**src/rtl/clk_div_pkg.sv**
```systemverilog
// Shared constants and helpers for the multi-channel clock divider.
// Optional feature macro used by this slice: CLKDIV_SYNC_EN.
package clk_div_pkg;

  localparam int          CLKDIV_CW           = 16;
  localparam int          CLKDIV_DEFAULT_HALF = 50000;
  localparam int unsigned SYS_CLK_HZ          = 100_000_000;

  // Half-period in system clock cycles for a wanted output frequency.
  function automatic int unsigned half_for_hz(input int unsigned f);
    if (f == 0) return 0;
    return SYS_CLK_HZ / (2 * f);
  endfunction

endpackage

```
**src/rtl/clk_div_chan.sv**
```systemverilog
// One divider channel: counter, active half-period, shadow, divided clock and tick.
// With CLKDIV_SYNC_EN defined a sync_i input restarts the channel for phase alignment.
module clk_div_chan
  import clk_div_pkg::*;
#(
  parameter int CW           = CLKDIV_CW,
  parameter int DEFAULT_HALF = CLKDIV_DEFAULT_HALF
) (
  input  logic          clk,
  input  logic          rst,
`ifdef CLKDIV_SYNC_EN
  input  logic          sync_i,
`endif
  input  logic          en_i,
  input  logic          ld_i,
  input  logic [CW-1:0] val_i,
  output logic          clk_out_o,
  output logic          tick_o,
  output logic          err_o
);

  logic [CW-1:0] cnt_q, cnt_d;
  logic [CW-1:0] half_q, half_d;
  logic [CW-1:0] shadow_q, shadow_d;
  logic          clk_out_q, clk_out_d;
  logic          tick_q, tick_d;
  logic          err_q, err_d;
  logic          restart;
  logic          term;

`ifdef CLKDIV_SYNC_EN
  assign restart = !en_i || sync_i;
`else
  assign restart = !en_i;
`endif

  always_comb begin
    // NOTE: every signal gets a default before any branch so no latch is inferred.
    shadow_d  = shadow_q;
    err_d     = err_q;
    cnt_d     = cnt_q;
    half_d    = half_q;
    clk_out_d = clk_out_q;
    tick_d    = 1'b0;
    term      = (cnt_q == half_q - CW'(1));

    // A zero half-period would stall the channel, so it is refused and flagged.
    if (ld_i) begin
      if (val_i != '0) shadow_d = val_i;
      else             err_d    = 1'b1;
    end

    if (restart) begin
      cnt_d     = '0;
      clk_out_d = 1'b0;
      half_d    = shadow_d;
    end else if (term) begin
      cnt_d     = '0;
      clk_out_d = ~clk_out_q;
      tick_d    = ~clk_out_q;
      half_d    = shadow_d;
    end else begin
      cnt_d     = cnt_q + CW'(1);
    end
  end

  // NOTE: sequential state uses non-blocking assignments only.
  always_ff @(posedge clk or negedge rst) begin
    if (!rst) begin
      cnt_q     <= '0;
      half_q    <= CW'(DEFAULT_HALF);
      shadow_q  <= CW'(DEFAULT_HALF);
      clk_out_q <= 1'b0;
      tick_q    <= 1'b0;
      err_q     <= 1'b0;
    end else begin
      cnt_q     <= cnt_d;
      half_q    <= half_d;
      shadow_q  <= shadow_d;
      clk_out_q <= clk_out_d;
      tick_q    <= tick_d;
      err_q     <= err_d;
    end
  end

  assign clk_out_o = clk_out_q;
  assign tick_o    = tick_q;
  assign err_o     = err_q;

endmodule

```
**src/rtl/clk_div_multi.sv**
```systemverilog
// Multi-channel programmable clock divider / tick generator built from clk_div_chan.
// Define CLKDIV_SYNC_EN to add the sync input that phase-aligns all enabled channels.
module clk_div_multi
  import clk_div_pkg::*;
#(
  parameter int NCH          = 2,
  parameter int CW           = CLKDIV_CW,
  parameter int DEFAULT_HALF = CLKDIV_DEFAULT_HALF
) (
  input  logic              clk,
  input  logic              rst,
`ifdef CLKDIV_SYNC_EN
  input  logic              sync,
`endif
  input  logic [NCH-1:0]    ch_en,
  input  logic [NCH-1:0]    div_ld,
  input  logic [NCH*CW-1:0] div_val,
  output logic [NCH-1:0]    clk_out,
  output logic [NCH-1:0]    tick,
  output logic              cfg_err
);

  logic [NCH-1:0] err;

  for (genvar i = 0; i < NCH; i++) begin : g_ch
    clk_div_chan #(
      .CW           (CW),
      .DEFAULT_HALF (DEFAULT_HALF)
    ) u_chan (
      .clk       (clk),
      .rst       (rst),
`ifdef CLKDIV_SYNC_EN
      .sync_i    (sync),
`endif
      .en_i      (ch_en[i]),
      .ld_i      (div_ld[i]),
      .val_i     (div_val[i*CW +: CW]),
      .clk_out_o (clk_out[i]),
      .tick_o    (tick[i]),
      .err_o     (err[i])
    );
  end

  // The error flags are sticky registers, so the OR stays glitch-free.
  assign cfg_err = |err;

endmodule
```
**config.mk**
```make
export PLATFORM = sky130hd
export DESIGN_NAME = clk_div_multi
export DESIGN_NICKNAME = d
export VERILOG_FILES = /design/src/rtl/clk_div_pkg.sv /design/src/rtl/clk_div_chan.sv /design/src/rtl/clk_div_multi.sv
export SDC_FILE = /design/constraint.sdc
export NUM_CORES = 1
export LEC_CHECK = 0
export BUFFER_PORTS_ARGS = -buffer_cell sky130_fd_sc_hd__buf_2
export CORE_MARGIN = 2
export CORE_UTILIZATION = 50
export CTS_BUF_LIST = sky130_fd_sc_hd__clkbuf_4
export DETAILED_ROUTE_END_ITERATION = 7
export PLACE_DENSITY = 0.68
export REMOVE_ABC_BUFFERS = 1
export SETUP_SLACK_MARGIN = 0.1
export SYNTH_ARGS = -nofsm -noshare
export SYNTH_HDL_FRONTEND = slang
export SYNTH_SLANG_ARGS = --single-unit
```
**constraint.sdc**
```tcl
create_clock -name clk -period 4.82 [get_ports clk]
set_clock_uncertainty 0.1 [all_clocks]
set_input_delay 0.964 -clock clk [delete_from_list [all_inputs] [get_ports clk]]
set_output_delay 0.964 -clock clk [all_outputs]
set_load 0.02 [all_outputs]
```
# Word-level counts from Yosys, hierarchy flattened
# Cells that the tools add are included.
op_classes:
  n_addsub: 4
  eq_ne: 4
  muxes: 20
  bitwise: 4
  reduce_logical: 5
ops:
  columns: ["op", "n"]
  rows:
  - ["16-bit 2-to-1 mux", 12]
  - ["16-bit by 1-bit adder with 16-bit output, second input constant", 2]
  - ["16-bit == test", 2]
  - ["16-bit nonzero test", 2]
  - ["16-bit by 1-bit subtractor with 16-bit output, second input constant", 2]
  - ["1-bit 2-to-1 mux", 8]
  - ["2-bit by 1-bit inequality test with 1-bit output, second input constant", 2]
  - ["1-bit NOT", 4]
  - ["2-bit AND reduction", 2]
  - ["2-bit OR reduction", 1]
totals:
  ff_bits: 102
  inputBits: 38
  out_inout_bits: 5
  word_cells: 49

# Logic depth before layout (Yosys ltp)
depth:
  ltp_word: 5
  ltp_mapped: 12
  depth_no_buf: 9

# Modules after synthesis
# Synthesis repeated with hierarchy kept, for this count alone.
hier_totals:
  cells_unflattened: 493
  area_unflattened_um2: 5516.5
modules_own_cells:
  columns: ["module", "n_inst", "cells_each", "area_per_inst_um2", "seq_area_each_um2"]
  rows:
  - ["clk_div_chan at g_ch[0].u_chan", 1, 258, 2815.2, 1291.2]
  - ["clk_div_chan at g_ch[1].u_chan", 1, 234, 2695.1, 1291.2]
  - ["clk_div_multi", 1, 1, 6.3, 0.0]

# Least setup slack after synthesis
# OpenSTA, ideal clock, no wires.
synth_timing:
  path_kind: "reg2reg"
  startpoint: "register g_ch[1].u_chan.half_q[0]"
  endpoint: "register g_ch[1].u_chan.half_q[12]"
  setup_ps: 125
  t_arrival_ps: 3263
  required_ps: 4595
  slack_ps: 1332
  stages_incl_launch_ff: 11
  path_buffers: 1
  period_less_slack_ps: 3488
  cell_sequence: "dfrtp_1 > inv_1 > ha_1 > or3b_2 > or4_1 > a2111oi_2 > o2111ai_1 > or4b_4 > o21ai_4 > buf_6 > mux2_4"
synth_between:
  elab_chain_len: 3
synth_lines:
  columns: ["element", "line_no", "text"]
  rows:
  - ["from (decl)", "clk_div_chan.sv:23", "logic [CW-1:0] half_q, half_d;"]
  - ["from (signal assigned)", "clk_div_chan.sv:71", "half_q <= CW'(DEFAULT_HALF);"]
  - ["from (signal assigned)", "clk_div_chan.sv:78", "half_q <= half_d;"]
  - ["16-bit by 1-bit subtractor with 16-bit output", "clk_div_chan.sv:45", "term = (cnt_q == half_q - CW'(1));"]
  - ["16-bit == test", "clk_div_chan.sv:45", null]
  - ["2-bit by 1-bit inequality test with 1-bit output (no source line)", null, null]
# No other way between the ends.
# A chain may end at the register's enable or synchronous reset.

# Final worst setup path
layout_timing:
  startpoint: "register g_ch[1].u_chan.half_q[0]"
  endpoint: "register g_ch[1].u_chan.half_q[1]"
# The elaborated chain is that of the path after synthesis.

==> flow_summary.yaml <==
cts:
  hold_buffers: 0
  cts_tree: "yes"
  clock-root-buffer: "clkbuf_4"
  post_cts_buffers: 0
  cts_resized: 0
  worst_skew_pair.late_latency_ns: 0.46
  cts.htree.levels: 3
  clock-sinks: 102
  cts.path.max_buffers: 2
  cts_buffers: 9
  clk_pin_slew_ns: 0.17
synth:
  synthFlopType: "dfrtp_1"
  synth_cell_types: 61
  async_flop_share: 1.00
  synth.ff_latch_count: 102
  netlist_area_sq_um: 5520
  avgSynthCellArea_sq_um: 11.0
  ys_seq_area_frac: 0.468
  synthCells: 501
  yosys_warnings: 0
  synth-edff-count: 0
  yosys.area.top_type: "dfrtp_1"
  ys_top_cells_by_area: "dfrtp_1, dfstp_2, mux2_2"
  synth_top_area_frac: 0.353
power_and_ir_drop:
  seqPwrFrac: 0.578
  p_int_mw: 1.23
  p_sw_frac: 0.308
  total_power_mw: 1.78
  p_leak_nw: 2.44
  power_switching_uw: 547
  power_density_nw_per_um2: 301
  peakVddDrop_uv: 162
  combinationalPowerShare: 0.183
  clock_power_share: 0.239
layout:
  fin_util: 0.547
  fin_nets: 571
  syn2layout_area_growth_pct: 6.89
  fill_cells: 955
  drive_gt1_frac: 0.300
  antenna_cells: 0
  multiInputGateArea_sq_um: 2730
  regArea_sq_um: 2580
worst_setup_path:
  path_max_fanout: 25
  cp-end-kind: "flip-flop"
  critical_path.slowest_cell: "or3b_2"
  path_class: "reg2reg"
  path_delay_family: "simple AND/OR/NAND/NOR gates"
  crit_required_ns: 5.09
  critPathBufInv: 2
  cp-start-kind: "flip-flop"
  crit_chain: "inv_1 > ha_1 > or3b_2 > or4_1 > a2111oi_2 > o2111ai_1 > or4b_4 > o21ai_4 > buf_4 > mux2_2"
  critPathMaxStageDelay_ns: 0.53
  crit_arrival_ns: 4.29
floorplan:
  start_util: 0.512
  die_w_um: 109
  dieArea_sq_um: 11900
  ios: 43
  die_h_um: 109
  row_count: 38
  core_sq_um: 10800
route:
  drt_wl_total_mm: 11.2
  top_layer: "met4"
  route.detailed.drc: 0
  wl_per_cell_um: 16.5
  wl_met3_um: 323
  dr.pass1.iters: 4
  drtAntennaViolNets: 0
  wl_met1_mm: 4.94
  num_vias: 3884
  drt_iter0_markers: 200
  via_per_inst: 5.76
  route.met2.wl_mm: 5.80
grt:
  antenna_found_initial: 0
  grt_max_degree: 70
  grt_pass1_vias: 3927
  track_usage: 0.207
  grt-ovfl-total: 0
  grt_pass1_wl_mm: 19.2
timing:
  period_share: 0.835
  tightest_slew_ns: 0.893
  slew_headroom: 0.399
  tns_ns: 0
  fin_crit_ns: 4.02
  hold-worst-slack_ns: 0.392
  final_hold_viol_count: 0
  setup_violations: 0
  rsz0062_at_grt: "no"
  max_freq_mhz: 249
  drv_slew: 0
placement:
  gp_congestion: 0.908
  io_buffers: 42
  dpl.hpwl_mm: 8.25
outcome:
  outcome: "finished, final reports clean"
run:
  maxCapViolations: 0
min_path:
  hp-class: "reg2reg"
[per-stage QoR]
| stage | instances | setup WS, ns | instance area [sq um] |
|---|---|---|---|
| floorplan | 473 | 0.967 | 5360 |
| global placement | 658 | 0.890 | 5770 |
| detailed placement | 658 | 0.830 | 5770 |
| CTS | 674 | 0.803 | 5900 |
| global route | 674 | 0.619 | 5900 |
| finish | 674 | 0.798 | 5900 |
[Yosys cell counts (2+ instances only)]
cell / instances
a211oi_1: 2
a21boi_0: 3
a21oi_1: 5
a31oi_1: 3
a32oi_1: 2
and2_1: 6
and3_1: 12
buf_1: 4
buf_4: 4
buf_6: 3
clkbuf_1: 15
dfrtp_1: 78
dfstp_2: 24
ha_1: 4
inv_1: 14
mux2_2: 52
mux2_4: 13
mux2i_1: 3
nand2_1: 13
nand3_1: 14
nand3b_1: 3
nand4_1: 14
nor2_1: 49
nor2b_1: 3
nor3_1: 13
nor3b_1: 3
nor4_1: 20
o211ai_1: 2
o21ai_0: 5
o21bai_1: 4
o31ai_1: 3
or2_2: 2
or3_1: 5
or3b_2: 2
or4_1: 11
xnor2_1: 38
xor2_1: 26
[worst paths after layout]
kind | start | endpoint | slack, ns | depth (start not counted)
min in group asynchronous | rst | g_ch[0].u_chan.shadow_q[2] | 0.50 | 1
setup / recovery | g_ch[1].u_chan.half_q[0] | g_ch[1].u_chan.half_q[1] | 0.80 | 10
hold reg to reg | g_ch[0].u_chan.err_o | g_ch[0].u_chan.err_o | 0.39 | 1
max in group asynchronous | rst | g_ch[1].u_chan.half_q[14] | 3.12 | 2
setup reg to reg | g_ch[1].u_chan.half_q[0] | g_ch[1].u_chan.half_q[1] | 0.80 | 10
hold / removal | g_ch[0].u_chan.err_o | g_ch[0].u_chan.err_o | 0.39 | 1
[layout make-up]
cell class | instances | area share
multi-input combinational | 357 | 0.462
sequential | 102 | 0.437
timing repair buffer | 45 | 0.0398
tap | 140 | 0.0297
clock buffer | 9 | 0.0114
clock inverter | 7 | 0.0106
inverter | 14 | 0.00890
[kinds of logic (layout without fill, tap and decap cells)]
kind of cell             count (synthesis)  after routing  share of synthesized area
buffers and inverters                   42             75                     0.0385
XOR/XNOR                                64             64                      0.101
adder cells (fa/ha/maj)                  4              4                    0.00906
flip-flops                             102            102                      0.468
AO/OA/AOI/OAI                           45             45                     0.0630
AND/OR/NAND/NOR                        176            176                      0.174
multiplexers                            68             68                      0.147
[per-layer routing]
metal,track usage,up-vias
met5,0,-
met2,0.364,61
met1,0.258,1957
met3,0.0365,9
met4,0.0650,0
li1,-,1857
[sequential cells by signal (all words and copies together) (netlist names)]
| signal | flops |
|---|---|
| g_ch.u_chan.cnt_q | 32 |
| g_ch.u_chan.shadow_q | 32 |
| g_ch.u_chan.err_o | 2 |
| g_ch.u_chan.clk_out_o | 2 |
| g_ch.u_chan.half_q | 32 |
| g_ch.u_chan.tick_o | 2 |
[power by group through the flow]
stage	Combinational, mW	Clock [mW]	Sequential [mW]
after floorplan	0.241	0	1.02
after global placement	0.317	0	1.04
after detailed placement	0.327	0	1.05
after CTS	0.328	0.446	1.03
after global routing	0.364	0.477	1.04
final	0.326	0.424	1.03
[placed cells by master, fill, tap and decap left out, types with 12 or more instances in the layout]
master / n
nand4_1: 14
inv_1: 14
buf_2: 41
dfstp_2: 24
nor3_1: 13
mux2_4: 13
nor2_1: 49
nor4_1: 20
nand2_1: 13
and3_1: 12
xor2_1: 26
dfrtp_1: 78
mux2_2: 52
xnor2_1: 38
nand3_1: 14
Note: power is estimated with default switching activity, not from simulation.
